File: src/rtl/pn_pkg.sv
// Shared types and helpers for the PN sequence engine.
package pn_pkg;

  localparam int unsigned PN_MAX_W = 32;
  localparam int unsigned PN_LEN_W = 6;

  typedef enum logic [1:0] {
    IDLE  = 2'd0,
    ARMED = 2'd1,
    ERR   = 2'd2
  } pn_fsm_e;

  localparam logic MODE_FIB = 1'b0;
  localparam logic MODE_GAL = 1'b1;

  // Low 'len' bits set; len beyond PN_MAX_W saturates to all ones.
  function automatic logic [PN_MAX_W-1:0] build_mask(input logic [PN_LEN_W-1:0] len);
    logic [PN_MAX_W-1:0] m;
    m = '0;
    for (int unsigned i = 0; i < PN_MAX_W; i++) begin
      m[i] = (i < 32'(len));
    end
    return m;
  endfunction

endpackage

File: src/rtl/lfsr_next_state.sv
// Combinational one-step LFSR advance in Fibonacci or Galois form over 'len' active bits.
module lfsr_next_state
  import pn_pkg::*;
#(
  parameter int unsigned W     = 16,
  parameter int unsigned LEN_W = 5
) (
  input  logic [W-1:0]     state,
  input  logic [W-1:0]     taps,
  input  logic [LEN_W-1:0] len,
  input  logic             mode,
  output logic [W-1:0]     next_c
);

  logic [W-1:0] mask;
  logic         fb;

  always_comb begin
    mask = W'(build_mask(PN_LEN_W'(len)));
    fb   = ^(state & taps & mask);
    if (mode == MODE_GAL) begin
      next_c = ((state >> 1) ^ ({W{state[0]}} & taps)) & mask;
    end else begin
      next_c = {state[W-2:0], fb} & mask;
    end
  end

endmodule

File: src/rtl/pn_lfsr_engine.sv
// Runtime-configurable PN engine: config capture, sequencing FSM, period measurement, fault flagging.
module pn_lfsr_engine
  import pn_pkg::*;
#(
  parameter int unsigned W     = 16,
  parameter int unsigned LEN_W = 5
) (
  input  logic             clk,
  input  logic             rst,
  input  logic             load,
  input  logic [W-1:0]     seed,
  input  logic [W-1:0]     taps,
  input  logic [LEN_W-1:0] len,
  input  logic             mode,
  input  logic             step,
  input  logic             run,
  output logic [W-1:0]     state_out,
  output logic             bit_out,
  output logic             valid,
  output logic             wrap,
  output logic [W-1:0]     period,
  output logic             error
);

  // Reset asserts immediately, releases two clocks later.
  logic [1:0] rst_sync;
  logic       rst_n;

  always_ff @(posedge clk or negedge rst) begin
    if (!rst) rst_sync <= 2'b00;
    else      rst_sync <= {rst_sync[0], 1'b1};
  end

  assign rst_n = rst_sync[1];

  pn_fsm_e          fsm_q, fsm_d;
  logic [W-1:0]     cfg_seed, cfg_seed_d;
  logic [W-1:0]     cfg_taps, cfg_taps_d;
  logic [LEN_W-1:0] cfg_len, cfg_len_d;
  logic             cfg_mode, cfg_mode_d;
  logic [W-1:0]     cnt_q, cnt_d;
  logic [W-1:0]     state_d, period_d;
  logic             valid_d, wrap_d, error_d;

  logic [W-1:0]     load_mask_c;
  logic [W-1:0]     cfg_mask_c;
  logic             load_legal_c;
  logic [W-1:0]     next_c;
  logic             fib_bit_c;

  lfsr_next_state #(
    .W     (W),
    .LEN_W (LEN_W)
  ) u_next (
    .state  (state_out),
    .taps   (cfg_taps),
    .len    (cfg_len),
    .mode   (cfg_mode),
    .next_c (next_c)
  );

  always_comb begin
    load_mask_c  = W'(build_mask(PN_LEN_W'(len)));
    cfg_mask_c   = W'(build_mask(PN_LEN_W'(cfg_len)));
    load_legal_c = (len >= LEN_W'(2)) && (len <= LEN_W'(W)) &&
                   ((seed & load_mask_c) != '0) && ((taps & load_mask_c) != '0);
  end

  // Next-state and registered-output logic; load outranks any advance.
  always_comb begin
    fsm_d      = fsm_q;
    cfg_seed_d = cfg_seed;
    cfg_taps_d = cfg_taps;
    cfg_len_d  = cfg_len;
    cfg_mode_d = cfg_mode;
    cnt_d      = cnt_q;
    state_d    = state_out;
    period_d   = period;
    valid_d    = valid;
    wrap_d     = 1'b0;
    error_d    = error;

    if (load) begin
      cfg_seed_d = seed;
      cfg_taps_d = taps;
      cfg_len_d  = len;
      cfg_mode_d = mode;
      cnt_d      = '0;
      period_d   = '0;
      if (load_legal_c) begin
        fsm_d   = ARMED;
        state_d = seed & load_mask_c;
        valid_d = 1'b1;
        error_d = 1'b0;
      end else begin
        fsm_d   = ERR;
        state_d = '0;
        valid_d = 1'b0;
        error_d = 1'b1;
      end
    end else if ((fsm_q == ARMED) && (step || run)) begin
      if (next_c == '0) begin
        fsm_d   = ERR;
        valid_d = 1'b0;
        error_d = 1'b1;
      end else begin
        state_d = next_c;
        if (next_c == (cfg_seed & cfg_mask_c)) begin
          wrap_d   = 1'b1;
          period_d = cnt_q + W'(1);
          cnt_d    = '0;
        end else if (cnt_q != '1) begin
          cnt_d = cnt_q + W'(1);
        end
      end
    end
  end

  always_ff @(posedge clk or negedge rst_n) begin
    if (!rst_n) begin
      fsm_q     <= IDLE;
      cfg_seed  <= '0;
      cfg_taps  <= '0;
      cfg_len   <= '0;
      cfg_mode  <= MODE_FIB;
      cnt_q     <= '0;
      state_out <= '0;
      period    <= '0;
      valid     <= 1'b0;
      wrap      <= 1'b0;
      error     <= 1'b0;
    end else begin
      fsm_q     <= fsm_d;
      cfg_seed  <= cfg_seed_d;
      cfg_taps  <= cfg_taps_d;
      cfg_len   <= cfg_len_d;
      cfg_mode  <= cfg_mode_d;
      cnt_q     <= cnt_d;
      state_out <= state_d;
      period    <= period_d;
      valid     <= valid_d;
      wrap      <= wrap_d;
      error     <= error_d;
    end
  end

  // Output bit taps the top active stage (Fibonacci) or stage 0 (Galois).
  always_comb begin
    fib_bit_c = 1'b0;
    for (int unsigned i = 0; i < W; i++) begin
      if (LEN_W'(i + 1) == cfg_len) fib_bit_c = state_out[i];
    end
    bit_out = (cfg_mode == MODE_FIB) ? fib_bit_c : state_out[0];
  end

endmodule
File: config.mk
export PLATFORM = sky130hd
export DESIGN_NAME = pn_lfsr_engine
export DESIGN_NICKNAME = d
export VERILOG_FILES = /design/src/rtl/pn_pkg.sv /design/src/rtl/lfsr_next_state.sv /design/src/rtl/pn_lfsr_engine.sv
export SDC_FILE = /design/constraint.sdc
export NUM_CORES = 1
export LEC_CHECK = 0
export CAP_MARGIN = 20
export CORE_ASPECT_RATIO = 0.7
export CORE_MARGIN = 2
export CORE_UTILIZATION = 61
export DETAILED_ROUTE_END_ITERATION = 10
export GPL_TIMING_DRIVEN = 0
export PLACE_DENSITY = 0.95
export SLEW_MARGIN = 20
export SYNTH_ARGS = -nofsm -noshare
export SYNTH_HDL_FRONTEND = slang
export SYNTH_SLANG_ARGS = --single-unit
export TNS_END_PERCENT = 50
File: constraint.sdc
create_clock -name clk -period 5.45 [get_ports clk]
set_input_delay 1.3625 -clock clk [delete_from_list [all_inputs] [get_ports clk]]
set_output_delay 1.3625 -clock clk [all_outputs]
set_load 0.005 [all_outputs]
==> results of run 1 <==
## logic make-up after synthesis
family	share of synthesized area, %
adder cells (fa/ha/maj)	0.3619
XOR/XNOR	7.519
AO/OA/AOI/OAI	25.41
buffers and inverters	5.227
multiplexers	7.499
AND/OR/NAND/NOR	17.33
flip-flops	36.59
other	0.06026
## critical path: stages, from the launching register on
cell             delay, ps
dfrtp_1                350
clkbuf_1               380
buf_1                  530
mux2_2                 410
a221oi_1               260
a211oi_1                80
a31oi_1                190
a41oi_1                 70
o32a_1                 330
clkdlybuf4s50_1        440
## registers in the layout, indices dropped and copies added (netlist names)
name	cells
cfg_len	5
cfg_mode	1
cfg_seed	16
cfg_taps	16
cnt_q	16
error	1
period	16
rst_sync	2
state_out	16
valid	1
wrap	1
## power breakdown
group | total [µW] | internal, µW | switching [µW]
logic | 649 | 289 | 360
clock network | 669 | 364 | 305
registers | 819 | 723 | 96.0
total | 2140 | 1380 | 760
## stage by stage
stage / setup WS (ps) / std cells
2_1_floorplan: 1999 / 692
3_3_place_gp: 1199 / 895
3_5_place_dp: 1131 / 896
4_1_cts: 767.3 / 912
5_1_grt: 622.5 / 912
6_report: 701.9 / 912
## final cells by class
type,count,area [µm²],area share [%]
repair buffers,76,778.2,10.41
multi-input cells,527,3621,48.45
plain buffers,62,280.3,3.750
clock inverters,7,82.58,1.105
clock buffers,9,225.2,3.014
well taps,128,160.2,2.143
flip-flops and latches,91,2281,30.52
inverters,12,45.04,0.6027
## path summary, 6_finish.rpt
check | end | slack, ps | cells after the start | start
max in group asynchronous | rst_sync[1] | 4150 | 1 | rst
hold / removal | cnt_q[0] | 280 | 0 | rst_sync[1]
setup / recovery | bit_out | 700 | 9 | cfg_len[0]
min in group clk | rst_sync[1] | 370 | 0 | rst_sync[0]
setup reg to reg | cnt_q[5] | 740 | 13 | state_out[0]
hold reg to reg | cnt_q[0] | 280 | 0 | rst_sync[1]
## cells in the final DEF (no fill, tap or decap), types with 4 or more instances in the layout
| cell | count |
|---|---|
| buf_1 | 7 |
| a21o_1 | 7 |
| clkbuf_1 | 36 |
| nand3b_1 | 13 |
| o32ai_1 | 4 |
| a22oi_1 | 7 |
| dfrtp_1 | 90 |
| o22ai_1 | 7 |
| a21oi_1 | 62 |
| o21ai_1 | 4 |
| nor2_1 | 61 |
| xnor3_1 | 6 |
| nor3_1 | 10 |
| buf_2 | 14 |
| mux2i_1 | 5 |
| o211ai_1 | 8 |
| xnor2_1 | 25 |
| a21bo_2 | 13 |
| a311oi_2 | 7 |
| mux2_2 | 37 |
| a31oi_1 | 15 |
| xor2_1 | 13 |
| and3_1 | 8 |
| nand3_1 | 23 |
| or2_2 | 5 |
| clkdlybuf4s50_1 | 75 |
| nand2_1 | 45 |
| o21ai_0 | 34 |
| inv_1 | 12 |
| a311oi_1 | 5 |
| nor2b_1 | 6 |
| a211oi_1 | 4 |
| nand4_1 | 17 |
| clkbuf_16 | 9 |
| o22a_1 | 15 |
## routing by layer
layer  part of all wire (%)  global-route usage, %
met5                      0                      0
met4                    3.3                  13.69
met3                     16                  15.48
met2                     41                  64.13
met1                     39                  60.76
==> impl_metrics.prom, run 1 <==
# TYPE chip_impl_metric gauge
chip_impl_metric{name="postSynthCellCount",unit=""} 692
chip_impl_metric{name="fmaxAchievable",unit="GHz"} 0.2106
chip_impl_metric{name="cts.repair.resized",unit=""} 0
chip_impl_info{name="cts_root_buf",value="clkbuf_16"} 1
chip_impl_metric{name="die-height",unit="µm"} 88.51
chip_impl_info{name="run_status",value="complete, no violations"} 1
chip_impl_metric{name="routed-via-count",unit=""} 6594
chip_impl_metric{name="finalWeightedCongestion",unit=""} 1.008
chip_impl_metric{name="total_of_fill_cells_in_the_finished_design",unit=""} 694
chip_impl_metric{name="num-nets-final",unit=""} 823
chip_impl_metric{name="detailedPlacementHpwl",unit="µm"} 17870
chip_impl_metric{name="maximum_root_to_sink_buffer_count",unit=""} 2
chip_impl_metric{name="synth.net_count",unit=""} 736
chip_impl_info{name="rsz0062_at_grt",value="no"} 1
chip_impl_metric{name="overflow",unit=""} 0
chip_impl_metric{name="post_drt_antenna_nets",unit=""} 0
chip_impl_metric{name="arrival",unit="ps"} 3390
chip_impl_metric{name="io_pins",unit=""} 79
chip_impl_metric{name="clkLatencyLatePin",unit="ps"} 350
chip_impl_metric{name="synth-async-reset-ratio",unit="%"} 100.0
chip_impl_metric{name="yosys_warnings",unit=""} 0
chip_impl_info{name="tritoncts",value="built"} 1
chip_impl_metric{name="wl",unit="µm"} 23780
chip_impl_metric{name="fin_tns_setup",unit="ps"} 0
chip_impl_metric{name="first_global_vias",unit=""} 6235
chip_impl_metric{name="synth_seq_area_share",unit="%"} 36.59
chip_impl_metric{name="leakage_power_total",unit="µW"} 0.002993
chip_impl_metric{name="cp_data_required_time",unit="ps"} 4090
chip_impl_info{name="setup.worst_path.start_class",value="register"} 1
chip_impl_metric{name="power",unit="µW"} 2137
chip_impl_info{name="yosys_most_used_dff",value="dfrtp_1"} 1
chip_impl_metric{name="grt_antenna_before_repair",unit=""} 0
chip_impl_metric{name="synth_edf_count",unit=""} 0
chip_impl_metric{name="finalClockSkew",unit="ps"} 8.943
chip_impl_metric{name="grt_pass1_wl",unit="µm"} 35930
chip_impl_metric{name="wire_per_inst",unit="µm"} 26.08
chip_impl_metric{name="final_cell_area",unit="µm²"} 7473
chip_impl_metric{name="cts_buf_count",unit=""} 9
chip_impl_info{name="cp-end-kind",value="output port"} 1
chip_impl_metric{name="floorplan.initialDensity",unit="%"} 63.52
chip_impl_metric{name="place_area",unit="µm²"} 7166
chip_impl_metric{name="clock_sinks",unit=""} 91
chip_impl_metric{name="antenna_cells_inserted",unit=""} 0
chip_impl_metric{name="drive_above_1_share",unit="%"} 13.52
chip_impl_metric{name="critical_path.max_fanout",unit=""} 10
chip_impl_metric{name="cts_setup_buffers",unit=""} 0
chip_impl_info{name="synthMostInstantiatedCell",value="dfrtp_1"} 1
chip_impl_metric{name="postSynthRegisterBits",unit=""} 91
chip_impl_metric{name="slew_viol_final",unit=""} 0
chip_impl_metric{name="area_of_the_die",unit="µm²"} 11040
chip_impl_metric{name="hold_viol_final",unit=""} 0
chip_impl_metric{name="final_min_period_over_clock_period",unit="%"} 87.12
chip_impl_metric{name="area_growth",unit="%"} 20.08
chip_impl_metric{name="fraction_of_synthesized_cell_area_taken_by_the_top_area_cell_type",unit="%"} 36.59
chip_impl_info{name="synthTopCellsByCount",value="91 x dfrtp_1, 62 x a21oi_1, 61 x nor2_1"} 1
chip_impl_metric{name="detail_route.drc_violations",unit=""} 0
chip_impl_metric{name="max_transition_margin",unit="%"} 39.07
chip_impl_metric{name="max_slew.worst_pin.slew",unit="ps"} 905.6
chip_impl_metric{name="buffer_ports.inserted",unit=""} 75
chip_impl_info{name="hold_class",value="register to async pin"} 1
chip_impl_metric{name="power_density",unit="nW/µm²"} 286.0
chip_impl_metric{name="finalSetupViolations",unit=""} 0
chip_impl_metric{name="aggregate_global_route_resource_usage",unit="%"} 43.51
chip_impl_info{name="synth.top_cells.by_area",value="dfrtp_1 37%, mux2_2 6.7%, a21oi_1 5.0%"} 1
chip_impl_metric{name="detail_route.first_pass.iterations",unit=""} 7
chip_impl_metric{name="vdd.ir_drop.worst",unit="mV"} 0.2581
chip_impl_info{name="largest_area_contributor_in_the_synthesized_netlist",value="dfrtp_1"} 1
chip_impl_metric{name="grt_max_degree",unit=""} 60
chip_impl_info{name="critical_path_class",value="register to output port"} 1
chip_impl_metric{name="number_of_distinct_standard_cells_referenced_by_the_synthesized_netlist",unit=""} 74
chip_impl_metric{name="drv_cap",unit=""} 0
chip_impl_metric{name="hold_slack",unit="ps"} 280.3
chip_impl_metric{name="die_x",unit="µm"} 124.7
chip_impl_metric{name="core",unit="µm²"} 9797
chip_impl_metric{name="cts_hold_repair.buffers",unit=""} 0
chip_impl_metric{name="placement_rows",unit=""} 30
chip_impl_metric{name="via_per_inst",unit=""} 7.230
chip_impl_metric{name="final_core_utilization",unit="%"} 76.28
chip_impl_metric{name="dr.first_iter.drc_count",unit=""} 935
chip_impl_metric{name="mappedNetlistArea",unit="µm²"} 6223
chip_impl_metric{name="cts-htree-levels",unit=""} 3
chip_impl_metric{name="fin_crit",unit="ps"} 4748
chip_impl_metric{name="clkTransAtPathRegs",unit="ps"} 70
chip_impl_metric{name="postSynthAreaPerCell",unit="µm²"} 8.993
(Power assumes the default switching activity.)
==> run 2: changes to the inputs <==
- SLEW_MARGIN: 20 -> unset
==> impl_metrics.prom, run 2 (same netlist as run 1, synthesis figures left out) <==
# TYPE chip_impl_metric gauge
chip_impl_metric{name="area_of_the_multi_input_gates",unit="µm²"} 3621
chip_impl_metric{name="final.setup.worst_slack",unit="ps"} 685.2
chip_impl_metric{name="aggregate_global_route_resource_usage",unit="%"} 43.03
chip_impl_metric{name="place_area",unit="µm²"} 7166
chip_impl_metric{name="cts_setup_buffers",unit=""} 0
chip_impl_metric{name="cp_data_required_time",unit="ps"} 4090
chip_impl_metric{name="arrival",unit="ps"} 3400
chip_impl_metric{name="hold_viol_final",unit=""} 0
chip_impl_metric{name="maximum_root_to_sink_buffer_count",unit=""} 2
chip_impl_metric{name="post_drt_antenna_nets",unit=""} 0
chip_impl_metric{name="routed-via-count",unit=""} 6609
chip_impl_metric{name="cts-htree-levels",unit=""} 3
chip_impl_metric{name="critical_path.max_fanout",unit=""} 10
chip_impl_metric{name="grt_antenna_before_repair",unit=""} 1
chip_impl_metric{name="final_core_utilization",unit="%"} 76.37
chip_impl_metric{name="grt_max_degree",unit=""} 64
chip_impl_metric{name="antenna_cells_inserted",unit=""} 0
chip_impl_metric{name="wl",unit="µm"} 23580
chip_impl_metric{name="finalWeightedCongestion",unit=""} 1.008
chip_impl_metric{name="detail_route.first_pass.iterations",unit=""} 6
chip_impl_metric{name="via_per_inst",unit=""} 7.247
chip_impl_info{name="mostFrequentLayoutCell",value="dfrtp_1"} 1
chip_impl_metric{name="seq_area",unit="µm²"} 2281
chip_impl_metric{name="detail_route.drc_violations",unit=""} 0
chip_impl_metric{name="leakage_power_total",unit="µW"} 0.003000
chip_impl_metric{name="cts_buf_count",unit=""} 9
chip_impl_metric{name="placement_rows",unit=""} 30
chip_impl_metric{name="finalSetupViolations",unit=""} 0
chip_impl_metric{name="area_of_the_die",unit="µm²"} 11040
chip_impl_metric{name="fmaxAchievable",unit="GHz"} 0.2099
chip_impl_info{name="tritoncts",value="built"} 1
chip_impl_metric{name="final_cell_area",unit="µm²"} 7482
chip_impl_info{name="setup.worst_path.start_class",value="register"} 1
chip_impl_metric{name="total_of_fill_cells_in_the_finished_design",unit=""} 691
chip_impl_metric{name="drive_above_1_share",unit="%"} 13.52
chip_impl_metric{name="clkLatencyLatePin",unit="ps"} 350
chip_impl_metric{name="grt.met1_usage",unit="%"} 62.22
chip_impl_metric{name="final_min_period_over_clock_period",unit="%"} 87.43
chip_impl_metric{name="area_growth",unit="%"} 20.23
chip_impl_metric{name="overflow",unit=""} 0
chip_impl_info{name="rsz0062_at_grt",value="no"} 1
chip_impl_info{name="critical_path_class",value="register to output port"} 1
chip_impl_metric{name="cts.repair.resized",unit=""} 0
chip_impl_metric{name="fin_tns_setup",unit="ps"} 0
chip_impl_metric{name="max_slew.worst_pin.slew",unit="ps"} 931.7
chip_impl_metric{name="dr.first_iter.drc_count",unit=""} 1046
chip_impl_metric{name="detailedPlacementHpwl",unit="µm"} 17640
chip_impl_metric{name="clock_sinks",unit=""} 91
chip_impl_metric{name="die_x",unit="µm"} 124.7
chip_impl_metric{name="clkTransAtPathRegs",unit="ps"} 80
chip_impl_metric{name="io_pins",unit=""} 79
chip_impl_metric{name="grt_util_met3",unit="%"} 14.21
chip_impl_metric{name="power_density",unit="nW/µm²"} 286.3
chip_impl_metric{name="buffer_ports.inserted",unit=""} 75
chip_impl_info{name="hold_class",value="register to async pin"} 1
chip_impl_metric{name="layout.cells.non_filler",unit=""} 912
chip_impl_info{name="run_status",value="complete, no violations"} 1
chip_impl_metric{name="finalClockSkew",unit="ps"} 7.260
chip_impl_info{name="global_route.peak_usage_layer",value="met2"} 1
chip_impl_metric{name="vdd.ir_drop.worst",unit="mV"} 0.2046
chip_impl_metric{name="max_transition_margin",unit="%"} 37.31
chip_impl_metric{name="fin_crit",unit="ps"} 4765
chip_impl_metric{name="die-height",unit="µm"} 88.51
chip_impl_metric{name="num-nets-final",unit=""} 823
chip_impl_metric{name="core",unit="µm²"} 9797
chip_impl_metric{name="cts_hold_repair.buffers",unit=""} 0
chip_impl_metric{name="placed_cells",unit=""} 896
chip_impl_info{name="layout_common_cells",value="90 x dfrtp_1, 75 x clkdlybuf4s50_1, 62 x a21oi_1"} 1
chip_impl_metric{name="slew_viol_final",unit=""} 0
chip_impl_metric{name="wire_per_inst",unit="µm"} 25.85
chip_impl_metric{name="grt_pass1_wl",unit="µm"} 35810
chip_impl_info{name="cp-end-kind",value="output port"} 1
chip_impl_metric{name="place_ws",unit="ps"} 1114
chip_impl_metric{name="drv_cap",unit=""} 0
chip_impl_metric{name="met2_usage",unit="%"} 62.25
chip_impl_metric{name="floorplan.initialDensity",unit="%"} 63.52
chip_impl_metric{name="first_global_vias",unit=""} 6151
chip_impl_info{name="cts_root_buf",value="clkbuf_16"} 1
==> run 2: cell count changes in the layout (fill, tap and decap cells not counted) <==
cell	delta
clkinv_8	+1
clkinvlp_4	-1
==> run 2: per-stage QoR <==
| stage | hold WS [ps] | power [µW] |
|---|---|---|
| after floorplan | 331.2 | 1195 |
| after global placement | 338.5 | 1411 |
| after detailed placement | 260.4 | 1438 |
| after CTS | 264.7 | 2098 |
| after global routing | 294.1 | 2196 |
| final | 263.3 | 2142 |
==> run 2: layer usage <==
layer  part of all wire [%]  vias to the layer above  wire length (µm)
met5                  0.047                        -                11
met4                    2.6                        2               619
met3                     16                       90              3685
met2                     41                      595              9648
met1                     41                     3178              9611
li1                       -                     2744                 -
==> run 2: report_power, final <==
group	internal (µW)	switching, µW
registers	723	95.6
clock network	368	308
logic	289	359
==> run 2: path summary, 6_finish.rpt <==
path                               from           to  slack (ps)  cells past startpoint
max in group asynchronous           rst  rst_sync[1]        4150                      1
min                         rst_sync[1]    period[6]         260                      0
min reg2reg                 rst_sync[1]    period[6]         260                      0
max reg2reg                state_out[0]     cnt_q[7]         690                     13
max                          cfg_len[0]      bit_out         690                      9
min in group clk            rst_sync[0]  rst_sync[1]         370                      0
==> run 2: cell type report <==
type | instances | share of cell area, %
clock inverters | 7 | 1.221
multi-input cells | 527 | 48.39
clock buffers | 9 | 3.010
flip-flops and latches | 91 | 30.48
plain buffers | 62 | 3.746
well taps | 128 | 2.140
inverters | 12 | 0.6020
repair buffers | 76 | 10.40
==> run 2: critical path, stage by stage (launching register included) <==
cell,delay [ps]
dfrtp_1,340
clkbuf_1,390
buf_1,550
mux2_2,410
a221oi_1,260
a211oi_1,80
a31oi_1,170
a41oi_1,70
o32a_1,330
clkdlybuf4s50_1,440
